$ cat config.mk
export PLATFORM = sky130hd
export DESIGN_NAME = jtag_hex_rx
export DESIGN_NICKNAME = d
export VERILOG_FILES = /design/src/rtl/jtag_hex_pkg.sv /design/src/rtl/hex_char_class.sv /design/src/rtl/jtag_hex_rx.sv
export SDC_FILE = /design/constraint.sdc
export NUM_CORES = 1
export LEC_CHECK = 0
export CAP_MARGIN = 20
export CORE_MARGIN = 2
export CORE_UTILIZATION = 25
export DETAILED_ROUTE_END_ITERATION = 10
export HOLD_SLACK_MARGIN = 0.15
export MAX_ROUTING_LAYER = met4
export PLACE_DENSITY = 0.52
export SLEW_MARGIN = 20
export SYNTH_ARGS = -nofsm -noshare
export SYNTH_HDL_FRONTEND = slang
export SYNTH_SLANG_ARGS = --single-unit
$ cat constraint.sdc
create_clock -name clock -period 5.2 [get_ports clock]
set_input_delay 1.04 -clock clock [delete_from_list [all_inputs] [get_ports clock]]
set_output_delay 1.04 -clock clock [all_outputs]
set_load 0.02 [all_outputs]
$ cat src/rtl/jtag_hex_pkg.sv
// Shared ASCII constants, parser states and hex-digit decoding for the
// JTAG-UART hex line receiver.
package jtag_hex_pkg;

  localparam logic [7:0] CR = 8'h0D;
  localparam logic [7:0] LF = 8'h0A;
  localparam logic [7:0] SP = 8'h20;
  localparam logic [7:0] HT = 8'h09;

  typedef enum logic [1:0] {IDLE, ACCUM, DISCARD, HOLD} state_t;

  // Returns {is_digit, nibble}; nibble is zero for non-hex bytes.
  function automatic logic [4:0] hex_nibble(input logic [7:0] b);
    logic [4:0] r;
    r = 5'b0;
    if (b >= 8'h30 && b <= 8'h39) begin
      r = {1'b1, 4'(b - 8'h30)};
    end else if (b >= 8'h41 && b <= 8'h46) begin
      r = {1'b1, 4'(b - 8'h37)};
    end else if (b >= 8'h61 && b <= 8'h66) begin
      r = {1'b1, 4'(b - 8'h57)};
    end
    return r;
  endfunction

endpackage

$ cat src/rtl/hex_char_class.sv
// Combinational classifier for one received byte: hex digit, line
// terminator or whitespace separator; anything else is illegal.
module hex_char_class
  import jtag_hex_pkg::*;
(
  input  logic [7:0] data,
  output logic       is_digit,
  output logic       is_term,
  output logic       is_sep,
  output logic [3:0] nibble
);

  always_comb begin
    {is_digit, nibble} = hex_nibble(data);
    is_term = (data == CR) || (data == LF);
    is_sep  = (data == SP) || (data == HT);
  end

endmodule

$ cat src/rtl/jtag_hex_rx.sv
// Parses CR/LF-terminated ASCII hex lines from the JTAG UART into words on a
// valid/ready port. Defining JTAG_HEX_RX_ECHO_EN adds a 1-entry byte echo port.
module jtag_hex_rx
  import jtag_hex_pkg::*;
#(
  parameter int WORD_W   = 18,
  parameter int ERRCNT_W = 8
) (
  input  logic                clock,
  input  logic                rst_n,
  input  logic [7:0]          rx_data,
  input  logic                rx_valid,
  output logic                rx_ready,
  output logic [WORD_W-1:0]   word_o,
  output logic                word_valid,
  input  logic                word_ready,
  output logic                err_pulse,
  output logic [ERRCNT_W-1:0] err_count,
  output logic                busy
`ifdef JTAG_HEX_RX_ECHO_EN
  ,
  output logic [7:0]          echo_data,
  output logic                echo_valid,
  input  logic                echo_ready
`endif
);

  localparam int MAX_DIGITS = (WORD_W + 3) / 4;
  localparam int ACC_W      = MAX_DIGITS * 4;
  localparam int CNT_W      = $clog2(MAX_DIGITS + 1);

  state_t           state;
  state_t           cur;
  logic [ACC_W-1:0] acc;
  logic [CNT_W-1:0] cnt;
  logic             started;
  logic             is_digit;
  logic             is_term;
  logic             is_sep;
  logic [3:0]       nibble;
  logic             handshake;
  logic             fsm_ready;
  logic             take;
  logic             overflow;
  logic             bad_end;

  hex_char_class u_class (
    .data     (rx_data),
    .is_digit (is_digit),
    .is_term  (is_term),
    .is_sep   (is_sep),
    .nibble   (nibble)
  );

  // Bits above WORD_W only exist when WORD_W is not a multiple of 4.
  if (ACC_W > WORD_W) begin : g_ovf
    assign overflow = |acc[ACC_W-1:WORD_W];
  end else begin : g_no_ovf
    assign overflow = 1'b0;
  end

  assign handshake = word_valid && word_ready;
  // Releasing a held word frees the parser in the same cycle, so the byte
  // accepted alongside the handshake is decoded as if already in IDLE.
  assign fsm_ready = started && ((state != HOLD) || handshake);
  assign cur       = (state == HOLD && handshake) ? IDLE : state;

`ifdef JTAG_HEX_RX_ECHO_EN
  assign rx_ready = fsm_ready && (!echo_valid || echo_ready);
`else
  assign rx_ready = fsm_ready;
`endif

  assign take    = rx_valid && rx_ready;
  assign bad_end = take && is_term &&
                   ((cur == DISCARD) || (cur == ACCUM && overflow));
  assign busy    = (state != IDLE);

  always_ff @(posedge clock or negedge rst_n) begin
    if (!rst_n) begin
      state      <= IDLE;
      acc        <= '0;
      cnt        <= '0;
      started    <= 1'b0;
      word_o     <= '0;
      word_valid <= 1'b0;
      err_pulse  <= 1'b0;
      err_count  <= '0;
    end else begin
      started   <= 1'b1;
      err_pulse <= 1'b0;

      if (handshake) begin
        word_valid <= 1'b0;
        acc        <= '0;
        cnt        <= '0;
        state      <= IDLE;
      end

      if (bad_end) begin
        err_pulse <= 1'b1;
        if (err_count != '1) begin
          err_count <= err_count + 1'b1;
        end
      end

      if (take && !is_sep) begin
        case (cur)
          IDLE: begin
            if (is_digit) begin
              acc   <= ACC_W'(nibble);
              cnt   <= CNT_W'(1);
              state <= ACCUM;
            end else if (!is_term) begin
              state <= DISCARD;
            end
          end
          ACCUM: begin
            if (is_digit) begin
              if (cnt == CNT_W'(MAX_DIGITS)) begin
                state <= DISCARD;
              end else begin
                acc <= ACC_W'({acc, nibble});
                cnt <= cnt + 1'b1;
              end
            end else if (is_term) begin
              if (overflow) begin
                acc   <= '0;
                cnt   <= '0;
                state <= IDLE;
              end else begin
                word_o     <= acc[WORD_W-1:0];
                word_valid <= 1'b1;
                state      <= HOLD;
              end
            end else begin
              state <= DISCARD;
            end
          end
          DISCARD: begin
            if (is_term) begin
              acc   <= '0;
              cnt   <= '0;
              state <= IDLE;
            end
          end
          default: ;
        endcase
      end
    end
  end

`ifdef JTAG_HEX_RX_ECHO_EN
  // rx_ready already waits for a free slot, so a new byte never overwrites
  // one the sink has not taken.
  always_ff @(posedge clock or negedge rst_n) begin
    if (!rst_n) begin
      echo_data  <= '0;
      echo_valid <= 1'b0;
    end else if (take) begin
      echo_data  <= rx_data;
      echo_valid <= 1'b1;
    end else if (echo_ready) begin
      echo_valid <= 1'b0;
    end
  end
`endif

endmodule

==> results of run 1 <==
final timing paths:
check | start | end | depth (start not counted) | slack, ps
setup / recovery | word_ready | rx_ready | 4 | 1530
hold / removal | err_count[7] | err_count[7] | 1 | 510
setup reg to reg | word_valid | word_o[5] | 6 | 2830
hold reg to reg | err_count[7] | err_count[7] | 1 | 510
max in group asynchronous | rst_n | err_count[1] | 2 | 3870
min in group asynchronous | rst_n | state[1] | 2 | 840
sequential cells by signal, summed over array words and instances, names as in the netlist:
signal	flops
acc	20
word_valid	1
started	1
state	2
word_o	18
err_count	8
err_pulse	1
cnt	3
power by group through the flow:
stage	Sequential, W	Combinational [W]	Clock (W)
detailed placement	0.000531	0.000218	0
floorplan	0.000498	0.000161	0
global route	0.000534	0.000243	0.000338
global placement	0.000530	0.000220	0
CTS	0.000523	0.000219	0.000322
finish	0.000523	0.000216	0.000309
metrics by stage:
step | worst slack [ps] | utilization (%) | instances
2_1_floorplan | 2050 | - | 255
3_3_place_gp | 1390 | 30.6 | 429
3_5_place_dp | 1280 | 30.6 | 429
4_1_cts | 1490 | 31.7 | 437
5_1_grt | 1370 | 31.7 | 437
6_report | 1530 | 31.7 | 437
critical path: cells and delay by family:
| family | cells | cell delay, ps |
|---|---|---|
| buffers and inverters | 2 | 1080 |
| AND/OR/NAND/NOR | 1 | 330 |
| AO/OA/AOI/OAI | 1 | 180 |
final cells by class:
cell class                 count  area [um^2]  share of cell area [%]
sequential                    54         1350                    39.4
tap                          140          175                    5.11
timing repair buffer          44          428                    12.5
clock inverter                 2         38.8                    1.13
inverter                      11         41.3                    1.21
clock buffer                   6         82.6                    2.41
multi-input combinational    180         1310                    38.2
cells in the mapped netlist (2+ instances only):
master / count / area [um^2]
a21oi_1: 13 / 65.1
a221o_1: 6 / 60.1
a221o_2: 3 / 33.8
a31oi_1: 2 / 12.5
and2_1: 2 / 12.5
and3_1: 16 / 100
buf_2: 2 / 10.0
buf_6: 2 / 22.5
clkbuf_1: 6 / 22.5
dfrtp_1: 54 / 1350
ha_1: 8 / 100
inv_1: 11 / 41.3
mux2_2: 20 / 225
nand2_1: 17 / 63.8
nand2b_1: 3 / 18.8
nand3_1: 7 / 35.0
nand4_1: 4 / 25.0
nor2_1: 12 / 45.0
nor2b_1: 3 / 18.8
nor3_1: 3 / 15.0
o2111ai_1: 3 / 26.3
o211a_1: 2 / 20.0
o211ai_1: 3 / 22.5
o21ai_0: 15 / 75.1
o2bb2ai_1: 3 / 26.3
or2_2: 2 / 12.5
or3_1: 2 / 12.5
xnor2_1: 4 / 35.0
xor2_1: 4 / 35.0
kinds of logic (layout without fill, tap and decap cells):
group	Yosys count	after routing	share of synthesized area, %
xor gates and xnor gates	8	8	2.55
muxes	21	21	8.55
buffers and inverters	21	63	3.50
and+or+nand+nor	83	83	17.2
AOI/OAI and AO/OA	59	59	15.3
adders and majority gates	8	8	3.64
DFF	54	54	49.1
other	1	1	0.136
layer usage:
layer  track usage, %  wire length [um]  vias up
li1                 -                 -     1016
met1             17.2              3340     1056
met2             19.7              3290       29
met3             2.09               175        4
met4             2.56                49        0
met5                -                 0        -
cell usage in the layout (no fill, tap or decap), drive strengths merged, types with 3 or more instances in the layout:
master         instances
nor2b                  3
a21oi                 13
clkdlybuf4s50         40
nand3                  7
nand2b                 3
xnor2                  4
mux2                  20
dfrtp                 54
and3                  16
o21ai                 15
inv                   12
o2111ai                3
clkbuf                 6
o2bb2ai                3
or2                    3
o211ai                 3
a221o                  9
nand4                  4
nor2                  13
xor2                   4
ha                     8
nand2                 17
nor3                   4
buf                    4
==> flow_summary.toml, run 1 <==
[run_status]
status = "finished clean"

[timing]
slew-limit-headroom_pct = 52.4
hold_violations = 0
setup_viol = 0
finalHoldWorstSlack_ps = 514
fin_setup_tns_ps = 0
finalClockSkew_ps = 6.99
min_period_ps = 3670
tightest_slew_ps = 714
rsz0062_at_grt = "false"
period_share_pct = 70.7
max_freq_mhz = 272
slew_violations = 0

[power]
power_density_nw_per_um2 = 306
power.internal_w = 0.000707
peakVddDrop_v = 0.000142
switchingPower_w = 0.000339
p_total_w = 0.00105
leakage_nw = 1.57
combinationalPowerShare_pct = 20.6
clkPwrFrac_pct = 29.5
seq_power_share_pct = 49.9
p_sw_share_pct = 32.4

[worst_setup_path]
crit_fanout = 7
arrival_ps = 2630
cpPeakStageDelay_ps = 590
cpMaxStageDelayCell = "clkdlybuf4s50_1"
worst_path_most_repeated_cell = "clkdlybuf4s50_1"
cp_cell_sequence = "clkdlybuf4s50_1, and2_1, o21a_1, clkdlybuf4s50_1"
required_ps = 4160
critPathCaptureType = "output pin"
worstSetupPathType = "in2out"
start_kind = "input pin"

[yosys]
synth_edf_count = 0
netlist_area_um2 = 2750
syn_nets = 275
async_reset_ff_share_pct = 100
synth-seq-area-share_pct = 49.1
synth_area_per_cell_um2 = 10.8
synthCells = 255
ys_warn_count = 0
ys_types = 52
ys.flop_type = "dfrtp_1"
ys_ff_latch = 54

[grt]
overflow = 0
antenna_found_initial = 0
grt_max_degree = 55
grt_usage_pct = 12.6
grt_pass1_vias = 2077
grt_pass1_wl_um = 11200

[floorplan]
fp.dieArea_um2 = 11900
fp-row-count = 38
die_w_um = 109
pin_count = 42
die_h_um = 109
start_util_pct = 25.5
core-area_um2 = 10800

[cells_and_area]
area_delta_synth_final_pct = 24.5
finalNetCount = 316
fillers = 1090
drive_gt1_share_pct = 15.8
diodes = 0
stdcell_area_um2 = 3430

[clock_tree]
path_clk_slew_ps = 100
cts_sinks = 54
numCtsBuffers = 5
postCtsSetupBuffers = 0
cts-root-buf = "clkbuf_8"
cts_tree = "done"
holdBufCountCts = 0
clk_path_buf_depth = 2
post_cts_resized = 0
insertion_delay_ps = 310
htreeDepth = 2

[placement]
place_area_um2 = 3300
place_hpwl_um = 4790
gp_congestion = 0.879
portBuffers = 41

[detailed_routing]
via_count = 2105
drc = 0
via_per_inst = 4.82
wirelength_um = 6850
drtAntennaViolNets = 0
wl_per_cell_um = 15.7
drtPass1Iterations = 4
drtIter0Drc = 79

[worst_hold_path]
min_path_type = "reg2reg"

[job]
cap_violations = 0
Power figures use the tool's default switching activity.
==> inputs of run 2 (changes only) <==
--- a/config.mk
+++ b/config.mk
@@ -11,7 +11,7 @@
 export DETAILED_ROUTE_END_ITERATION = 10
 export HOLD_SLACK_MARGIN = 0.15
 export MAX_ROUTING_LAYER = met4
-export PLACE_DENSITY = 0.52
+export PLACE_DENSITY = 0.54
 export SLEW_MARGIN = 20
 export SYNTH_ARGS = -nofsm -noshare
 export SYNTH_HDL_FRONTEND = slang
==> constraint.sdc (replaced) <==
create_clock -name clock -period 3.15 [get_ports clock]
set_input_delay 0.63 -clock clock [delete_from_list [all_inputs] [get_ports clock]]
set_output_delay 0.63 -clock clock [all_outputs]
set_load 0.02 [all_outputs]
==> run 2 against run 1 <==
Critical path type is now in2reg; clock skew increased by 6.3 ps; sequential power increased by 66%; worst setup slack got worse by 1300 ps; register-to-register slack got worse by 2000 ps; largest cell class unchanged; combinational power increased by 77%; first-iteration DRC count increased by 15%; sequential share of layout area decreased by 1.7 points; sequential cell count unchanged; utilization increased by 1.5 points; die area unchanged; critical path depth increased by 5; clock-buffer cell count decreased by 1.
==> flow_summary.toml, run 2 (synthesized netlist as in run 1, its figures left out) <==
[placement]
dp.cells = 449
place_hpwl_um = 4860
gp_congestion = 0.868
place_area_um2 = 3470
portBuffers = 41

[grt]
overflow = 0
grt_pass1_wl_um = 11000
grt_max_degree = 25
antenna_found_initial = 0
grt_usage_pct = 12.2
grt_pass1_vias = 2124

[detailed_routing]
via_count = 2150
drtIter0Drc = 91
drc = 0
wirelength_um = 6620
drtPass1Iterations = 4
wl_per_cell_um = 14.5
drtAntennaViolNets = 0
via_per_inst = 4.70

[power]
peakVddDrop_v = 0.000244
power_density_nw_per_um2 = 488
leakage_nw = 1.66

[cells_and_area]
regMostFlops = "acc"
mostFrequentLayoutCells = "dfrtp_1 (54), clkdlybuf4s50_1 (40), buf_4 (22), mux2_2 (20), nand2_1 (17)"
drive_gt1_share_pct = 21.1
finalNetCount = 336
area_delta_synth_final_pct = 30.3
largest_reg_flops = 20
fillers = 1078
top_regs = "acc x20, word_o x18, err_count x8"
diodes = 0
stdcell_area_um2 = 3580
instances_no_fill = 457
fin_util_pct = 33.2
final_common_cell = "dfrtp_1"

[timing]
min_period_ps = 2910
hold_violations = 0
rsz0062_at_grt = "false"
slew_violations = 0
finalClockSkew_ps = 13.3
slew-limit-headroom_pct = 64.3
fin_setup_tns_ps = 0
period_share_pct = 92.4
max_freq_mhz = 344
setup_viol = 0
tightest_slew_ps = 536

[worst_hold_path]
min_path_type = "in2async"

[clock_tree]
cts_sinks = 54
clk_path_buf_depth = 2
post_cts_resized = 0
numCtsBuffers = 5
postCtsSetupBuffers = 0
path_clk_slew_ps = 120
cts-root-buf = "clkbuf_8"
insertion_delay_ps = 320
cts_tree = "done"
htreeDepth = 2
holdBufCountCts = 0

[floorplan]
fp.dieArea_um2 = 11900
core-area_um2 = 10800
fp-row-count = 38
pin_count = 42
start_util_pct = 25.5
die_h_um = 109
die_w_um = 109

[job]
cap_violations = 0

[worst_setup_path]
arrival_ps = 3110
critPathCaptureType = "flip-flop"
crit_fanout = 11
rr_worst_depth = 5
worstSetupPathType = "in2reg"
required_ps = 3350
start_kind = "input pin"

[run_status]
status = "finished clean"
[run 2: changes by cell type in the layout (fill, tap and decap cells not counted)]
cell        previous run  this run
clkinvlp_4             0         1
clkbuf_8               6         5
inv_8                  0         1
inv_6                  1         0
buf_12                 0         1
buf_4                  3        22
[run 2: path summary, 6_finish.rpt]
path / slack [ps] / to / from
max: 240 / acc[9] / rx_data[0]
min: 270 / word_valid / rst_n
max reg2reg: 820 / acc[9] / state[1]
min reg2reg: 510 / err_count[7] / err_count[7]
max in group asynchronous: 2210 / acc[9] / rst_n
min in group clock: 510 / err_count[7] / err_count[7]
[run 2: worst max-delay path, stage by stage]
cell	delay, ps
clkdlybuf4s50_1	450
inv_1	120
ha_1	180
or3b_1	340
and4_4	210
or2_4	230
a221oi_2	340
nor2_2	180
a221o_2	410
[run 2: cell type report]
cell class | count | area, um^2 | area share [%]
sequential | 54 | 1350 | 37.7
multi-input combinational | 180 | 1310 | 36.5
timing repair buffer | 64 | 591 | 16.5
tap | 140 | 175 | 4.89
clock buffer | 5 | 68.8 | 1.92
clock inverter | 3 | 48.8 | 1.36
inverter | 11 | 41.3 | 1.15
[run 2: power breakdown]
group	total (W)	switching, W	internal, W
clock	0.000498	0.000255	0.000243
combinational	0.000382	0.000209	0.000173
sequential	0.000868	0.000111	0.000758
total	0.00175	0.000575	0.00117
[run 2: per-layer routing]
metal  up-vias  wire length (um)  track usage, %  part of all wire [%]
li1       1056                 -               -                     -
met1      1060              3280            16.6                    50
met2        29              3050            18.6                    46
met3         5               225            2.45                   3.4
met4         0                61            2.84                  0.92
met5         -                 0               -                     0
[run 2: stage by stage]
step | hold WS [ps] | setup slack (ps) | total power, W
3_5_place_dp | 497 | -92.5 | 0.00126
2_1_floorplan | 334 | 406 | 0.00109
3_3_place_gp | 493 | -38.4 | 0.00126
4_1_cts | 295 | 241 | 0.00177
5_1_grt | 336 | 68.8 | 0.00185
6_report | 272 | 240 | 0.00175
